**src/rtl/regfile_pkg.sv**
```systemverilog
// regfile_pkg: shared defaults, address-width helper and read-port state type.
package regfile_pkg;
  localparam int XLEN_DEF = 32;
  localparam int DEPTH_DEF = 32;
  localparam int NREAD_DEF = 2;
  typedef enum logic {PS_IDLE, PS_VALID} port_state_e;
  function automatic int aw_of(input int depth);
    return ($clog2(depth) < 1) ? 1 : $clog2(depth);
  endfunction
endpackage

```
**src/rtl/regfile_rport.sv**
```systemverilog
// regfile_rport: one read port - lookup with zero/range masking, write bypass,
// and an optional registered output with a two-state valid FSM.
module regfile_rport
  import regfile_pkg::*;
#(
  parameter int XLEN     = XLEN_DEF,
  parameter int DEPTH    = DEPTH_DEF,
  parameter int AW       = aw_of(DEPTH_DEF),
  parameter int ZERO_REG = 1,
  parameter int REG_RD   = 1
) (
  input  logic            clk,
  input  logic            rst_n,
  input  logic            i_re,
  input  logic            i_stall,
  input  logic [AW-1:0]   i_raddr,
  input  logic [XLEN-1:0] i_entry,
  input  logic            i_wlegal,
  input  logic [AW-1:0]   i_waddr,
  input  logic [XLEN-1:0] i_wdata,
  output logic [XLEN-1:0] o_rdata,
  output logic            o_rvalid
);
  logic            w_illegal;
  logic [XLEN-1:0] w_lookup;
  assign w_illegal = (int'(i_raddr) >= DEPTH) || (ZERO_REG != 0 && i_raddr == '0);
  assign w_lookup  = w_illegal ? '0 : (i_wlegal && i_waddr == i_raddr) ? i_wdata : i_entry;
  if (REG_RD != 0) begin : g_reg
    port_state_e     r_state;
    logic [AW-1:0]   r_addr;
    logic [XLEN-1:0] r_data;
    always_ff @(posedge clk or negedge rst_n) begin
      if (!rst_n) begin
        r_state <= PS_IDLE;
        r_addr  <= '0;
        r_data  <= '0;
      end else if (!i_stall && i_re) begin
        r_state <= PS_VALID;
        r_addr  <= i_raddr;
        r_data  <= w_lookup;
      end else begin
        if (!i_stall) r_state <= PS_IDLE;
        // held data tracks writes to the captured address so it never goes stale
        if (i_wlegal && i_waddr == r_addr) r_data <= i_wdata;
      end
    end
    assign o_rdata  = r_data;
    assign o_rvalid = (r_state == PS_VALID);
  end else begin : g_comb
    logic w_unused;
    assign w_unused = &{1'b0, clk, rst_n, i_re, i_stall};
    assign o_rdata  = w_lookup;
    assign o_rvalid = 1'b1;
  end
endmodule

```
**src/rtl/regfile_nr1w.sv**
```systemverilog
// regfile_nr1w: DEPTH x XLEN register file, one write port, NREAD read ports.
module regfile_nr1w
  import regfile_pkg::*;
#(
  parameter int XLEN     = XLEN_DEF,
  parameter int DEPTH    = DEPTH_DEF,
  parameter int NREAD    = NREAD_DEF,
  parameter int ZERO_REG = 1,
  parameter int REG_RD   = 1,
  localparam int AW      = aw_of(DEPTH)
) (
  input  logic                  clk,
  input  logic                  rst_n,
  input  logic                  we,
  input  logic [AW-1:0]         waddr,
  input  logic [XLEN-1:0]       wdata,
  input  logic [NREAD-1:0]      re,
  input  logic [NREAD*AW-1:0]   raddr,
  input  logic                  stall,
  output logic [NREAD*XLEN-1:0] rdata,
  output logic [NREAD-1:0]      rvalid
);
  logic [XLEN-1:0] r_mem [DEPTH];
  logic            w_wlegal;
  assign w_wlegal = we && (int'(waddr) < DEPTH) && !(ZERO_REG != 0 && waddr == '0);
  always_ff @(posedge clk or negedge rst_n) begin
    if (!rst_n) begin
      for (int k = 0; k < DEPTH; k++) r_mem[k] <= '0;
    end else if (w_wlegal) begin
      r_mem[waddr] <= wdata;
    end
  end
  for (genvar i = 0; i < NREAD; i++) begin : g_rd
    logic [AW-1:0]   w_ra;
    logic [XLEN-1:0] w_ent;
    assign w_ra  = raddr[i*AW +: AW];
    // out-of-range entries are masked to zero inside the port
    assign w_ent = r_mem[w_ra];
    regfile_rport #(
      .XLEN(XLEN), .DEPTH(DEPTH), .AW(AW), .ZERO_REG(ZERO_REG), .REG_RD(REG_RD)
    ) u_rport (
      .clk     (clk),
      .rst_n   (rst_n),
      .i_re    (re[i]),
      .i_stall (stall),
      .i_raddr (w_ra),
      .i_entry (w_ent),
      .i_wlegal(w_wlegal),
      .i_waddr (waddr),
      .i_wdata (wdata),
      .o_rdata (rdata[i*XLEN +: XLEN]),
      .o_rvalid(rvalid[i])
    );
  end
endmodule

```
**config.mk**
```make
export PLATFORM = sky130hd
export DESIGN_NAME = regfile_nr1w
export DESIGN_NICKNAME = d
export VERILOG_FILES = /design/src/rtl/regfile_pkg.sv /design/src/rtl/regfile_rport.sv /design/src/rtl/regfile_nr1w.sv
export SDC_FILE = /design/constraint.sdc
export NUM_CORES = 2
export LEC_CHECK = 0
export ABC_CLOCK_PERIOD_IN_PS = 1700
export BUFFER_PORTS_ARGS = -buffer_cell sky130_fd_sc_hd__buf_2
export CORE_MARGIN = 3
export CORE_UTILIZATION = 40
export CTS_BUF_LIST = sky130_fd_sc_hd__clkbuf_2 sky130_fd_sc_hd__clkbuf_4 sky130_fd_sc_hd__clkbuf_8
export DETAILED_ROUTE_END_ITERATION = 10
export HOLD_SLACK_MARGIN = 0.03
export SLEW_MARGIN = 20
export SYNTH_ARGS = -nofsm -noshare
export SYNTH_HDL_FRONTEND = slang
export SYNTH_SLANG_ARGS = --single-unit
```
**constraint.sdc**
```tcl
create_clock -name clk -period 1.7 [get_ports clk]
set_clock_uncertainty 0.05 [all_clocks]
set_input_delay 0.085 -clock clk [delete_from_list [all_inputs] [get_ports clk]]
set_output_delay 0.085 -clock clk [all_outputs]
set_load 0.01 [all_outputs]
```
==> reports/metrics.cfg <==
[setup_path]
path_cells=xnor2_2, o211ai_1, buf_4, o21ai_4, buf_12, buf_12, clkbuf_16, o211ai_1, a32oi_1
cp_num_buf_inv=4
critPathTopFamily=buffers and inverters
worstSetupStartpointType=flip-flop
critPathKind=flip-flop to flip-flop
end_kind=flip-flop
crit_arrival_ns=2.69
crit_slowest_cell=dfrtp_1
cp.required_ns=2.51
critical_path.max_fanout=8
slowest_delay_ns=0.40

[power_and_ir_drop]
leakagePower_uw=0.0340
power.density_nw_per_um2=1080
ir_drop_mv=0.689
p_total_uw=78100

[floorplanning]
core_um2=146000
fp.dieArea_um2=152000
pin_count=119
rows=140
die-width_um=390
floorplan.initialDensity_pct=40.4
die_y_um=390

[timing]
period_minus_slack_ns=1.89
finalMaxSlewViolations=0
finalHoldViolCount=0
min_period_over_period_pct=111
setup_viol=68
worst_slack_ns=-0.187
slew_headroom_pct=55.0
rsz0062_at_grt=yes
max_freq_mhz=530
worst_pin_slew_ns=0.674

[layout]
layout.nets=5193
multi_input_area_um2=29500
layout-drive-gt1-share_pct=39.9
layout_common_cells=1078 x dfrtp_1, 1024 x mux2i_1, 987 x mux2_2, 384 x a22oi_1, 325 x buf_4
fillCellCount=12900
syn_to_final_growth_pct=22.9
final_common_cell=dfrtp_1
regArea_um2=27600

[synth]
synth-edff-count=0
yosys.cell_types.count=35
ys_seq_elements=1100
syn_nets=4761
yosys_warnings=0
synth.avg_cell_area_um2=12.5
ys_seq_area_share_pct=46.7
syn_inst=4708
ys.flop_type=dfrtp_1
synthesis.area_um2=59000
synthArstFlopShare_pct=100

[cts]
cts_made_buffers=190
clk_path_buf_depth=3
clkLatencyLatePin_ns=0.97
path_clk_slew_ns=0.06
cts_root_buffer=clkbuf_8
clock-sinks=1100
h-tree-depth=4
cts_tree=built

[placement]
place_congestion=0.853
dp_hpwl_mm=135
dpl_worst_slack_ns=-0.369
port_buffers=118

[drt]
drtPass1Iterations=5
via_count=44400
drc_errors=0
post_drt_wl_per_cell_um=29.9
postRouteAntennaNets=0
vias_per_cell=6.16
drtIter0Drc=4451
wl_mm=215

[global_route]
grt_max_degree=83
grt-ovfl-total=0
met1_usage_pct=39.1
grtUsageTotal_pct=27.5
use_met3_pct=5.06
antenna_found_initial=8
grt_pass1_wl_mm=310
first_global_vias=44700
met2_usage_pct=42.1
busiest_layer=met2

[job]
cap_violations=0

[hold_path]
worstHoldPathType=input pin to flip-flop

[status]
status=complete, but fails checks
violations=negative setup slack

==> repair_timing <==
action                                   CTS  global route
buffers inserted                          10            11
hold endpoints to repair                2168             0
cloned                                     1            10
pin swaps                                 41            62
hold buffers                              69             0
resized for setup                         45            54
endpoints found under the setup margin   126           268
==> final cells by class <==
cell class / instances / area share, %
tap: 1917 / 3.31
sequential: 1100 / 38.0
multi-input combinational: 3097 / 40.7
antenna: 1 / 0.00345
clock buffer: 301 / 5.18
clock inverter: 38 / 0.572
timing repair buffer: 751 / 12.2
==> per-layer routing <==
| layer | vias up | wire length, um | part of all wire (%) |
|---|---|---|---|
| li1 | 18700 | - | - |
| met1 | 23300 | 94600 | 44 |
| met2 | 1932 | 96100 | 45 |
| met3 | 463 | 17100 | 8.0 |
| met4 | 4 | 7560 | 3.5 |
| met5 | - | 27 | 0.013 |
==> registers in the layout, indices dropped and copies added (netlist names) <==
signal                     count
g_rd.u_rport.g_reg.r_addr     10
g_rd.u_rport.o_rdata          64
g_rd.u_rport.o_rvalid          2
r_mem                       1024
==> power breakdown <==
| part | total, uW | internal (uW) | switching (uW) |
|---|---|---|---|
| clock | 26500 | 14700 | 11800 |
| sequential | 35100 | 31100 | 4000 |
| combinational | 16500 | 8950 | 7570 |
| total | 78100 | 54800 | 23300 |
==> worst register-to-register path, delay by kind of cell (launching register included) <==
family | cells | cell delay, ns
buffers and inverters | 4 | 0.62
AOI/OAI and AO/OA | 4 | 0.59
DFF | 1 | 0.40
xor gates and xnor gates | 1 | 0.16
==> stage by stage <==
stage	TNS [ns]	cells	instance area [um^2]	hold slack [ns]	utilization [%]
global placement	-48.65	6768	66700	-0.0274	45.7
CTS	-7.15	7187	71900	0.0405	49.2
detailed placement	-52.12	6768	66700	-0.0259	45.7
finish	-7.37	7205	72400	0.115	49.6
floorplan	0	4708	59000	-0.261	-
global route	-13.46	7205	72400	0.0839	49.6
==> kinds of logic after synthesis <==
logic type             share of synthesized area, %
multiplexers                                   36.5
buffers and inverters                          4.09
AO/OA/AOI/OAI                                  10.1
AND/OR/NAND/NOR                                2.34
flip-flops                                     46.7
XOR/XNOR                                      0.297
==> synth_stat cells (3+ instances only) <==
master / number / area share (%)
a22o_1: 128 / 1.9
a22oi_1: 384 / 4.9
a31oi_1: 128 / 1.4
a32oi_1: 64 / 0.95
and2_1: 3 / 0.032
and3_1: 65 / 0.69
buf_1: 13 / 0.083
buf_2: 165 / 1.4
buf_4: 64 / 0.81
buf_6: 6 / 0.11
clkbuf_1: 263 / 1.7
dfrtp_1: 1100 / 47
mux2_1: 15 / 0.29
mux2_2: 987 / 19
mux2i_1: 1024 / 17
nand2_1: 85 / 0.54
nand2b_1: 3 / 0.032
nand3_1: 4 / 0.034
nand3b_1: 4 / 0.051
nor2_1: 21 / 0.13
nor2_2: 4 / 0.042
nor2b_1: 7 / 0.074
nor3_1: 67 / 0.57
nor3b_1: 4 / 0.051
o211ai_1: 66 / 0.84
o21a_1: 3 / 0.038
xnor2_1: 10 / 0.15
xor2_1: 10 / 0.15
==> worst paths after layout <==
| kind | startpoint | slack [ns] | depth (start not counted) | to |
|---|---|---|---|---|
| max | g_rd[1].u_rport.g_reg.r_addr[2] | -0.19 | 9 | g_rd[1].u_rport.o_rdata[31] |
| min | raddr[6] | 0.12 | 4 | g_rd[1].u_rport.g_reg.r_addr[1] |
| max reg2reg | g_rd[1].u_rport.g_reg.r_addr[2] | -0.19 | 9 | g_rd[1].u_rport.o_rdata[31] |
| min reg2reg | r_mem[1017] | 0.35 | 0 | r_mem[1017] |
| max in group asynchronous | rst_n | 0.47 | 6 | g_rd[1].u_rport.o_rvalid |
| min in group asynchronous | rst_n | 0.24 | 4 | r_mem[250] |
(Power assumes the default switching activity.)
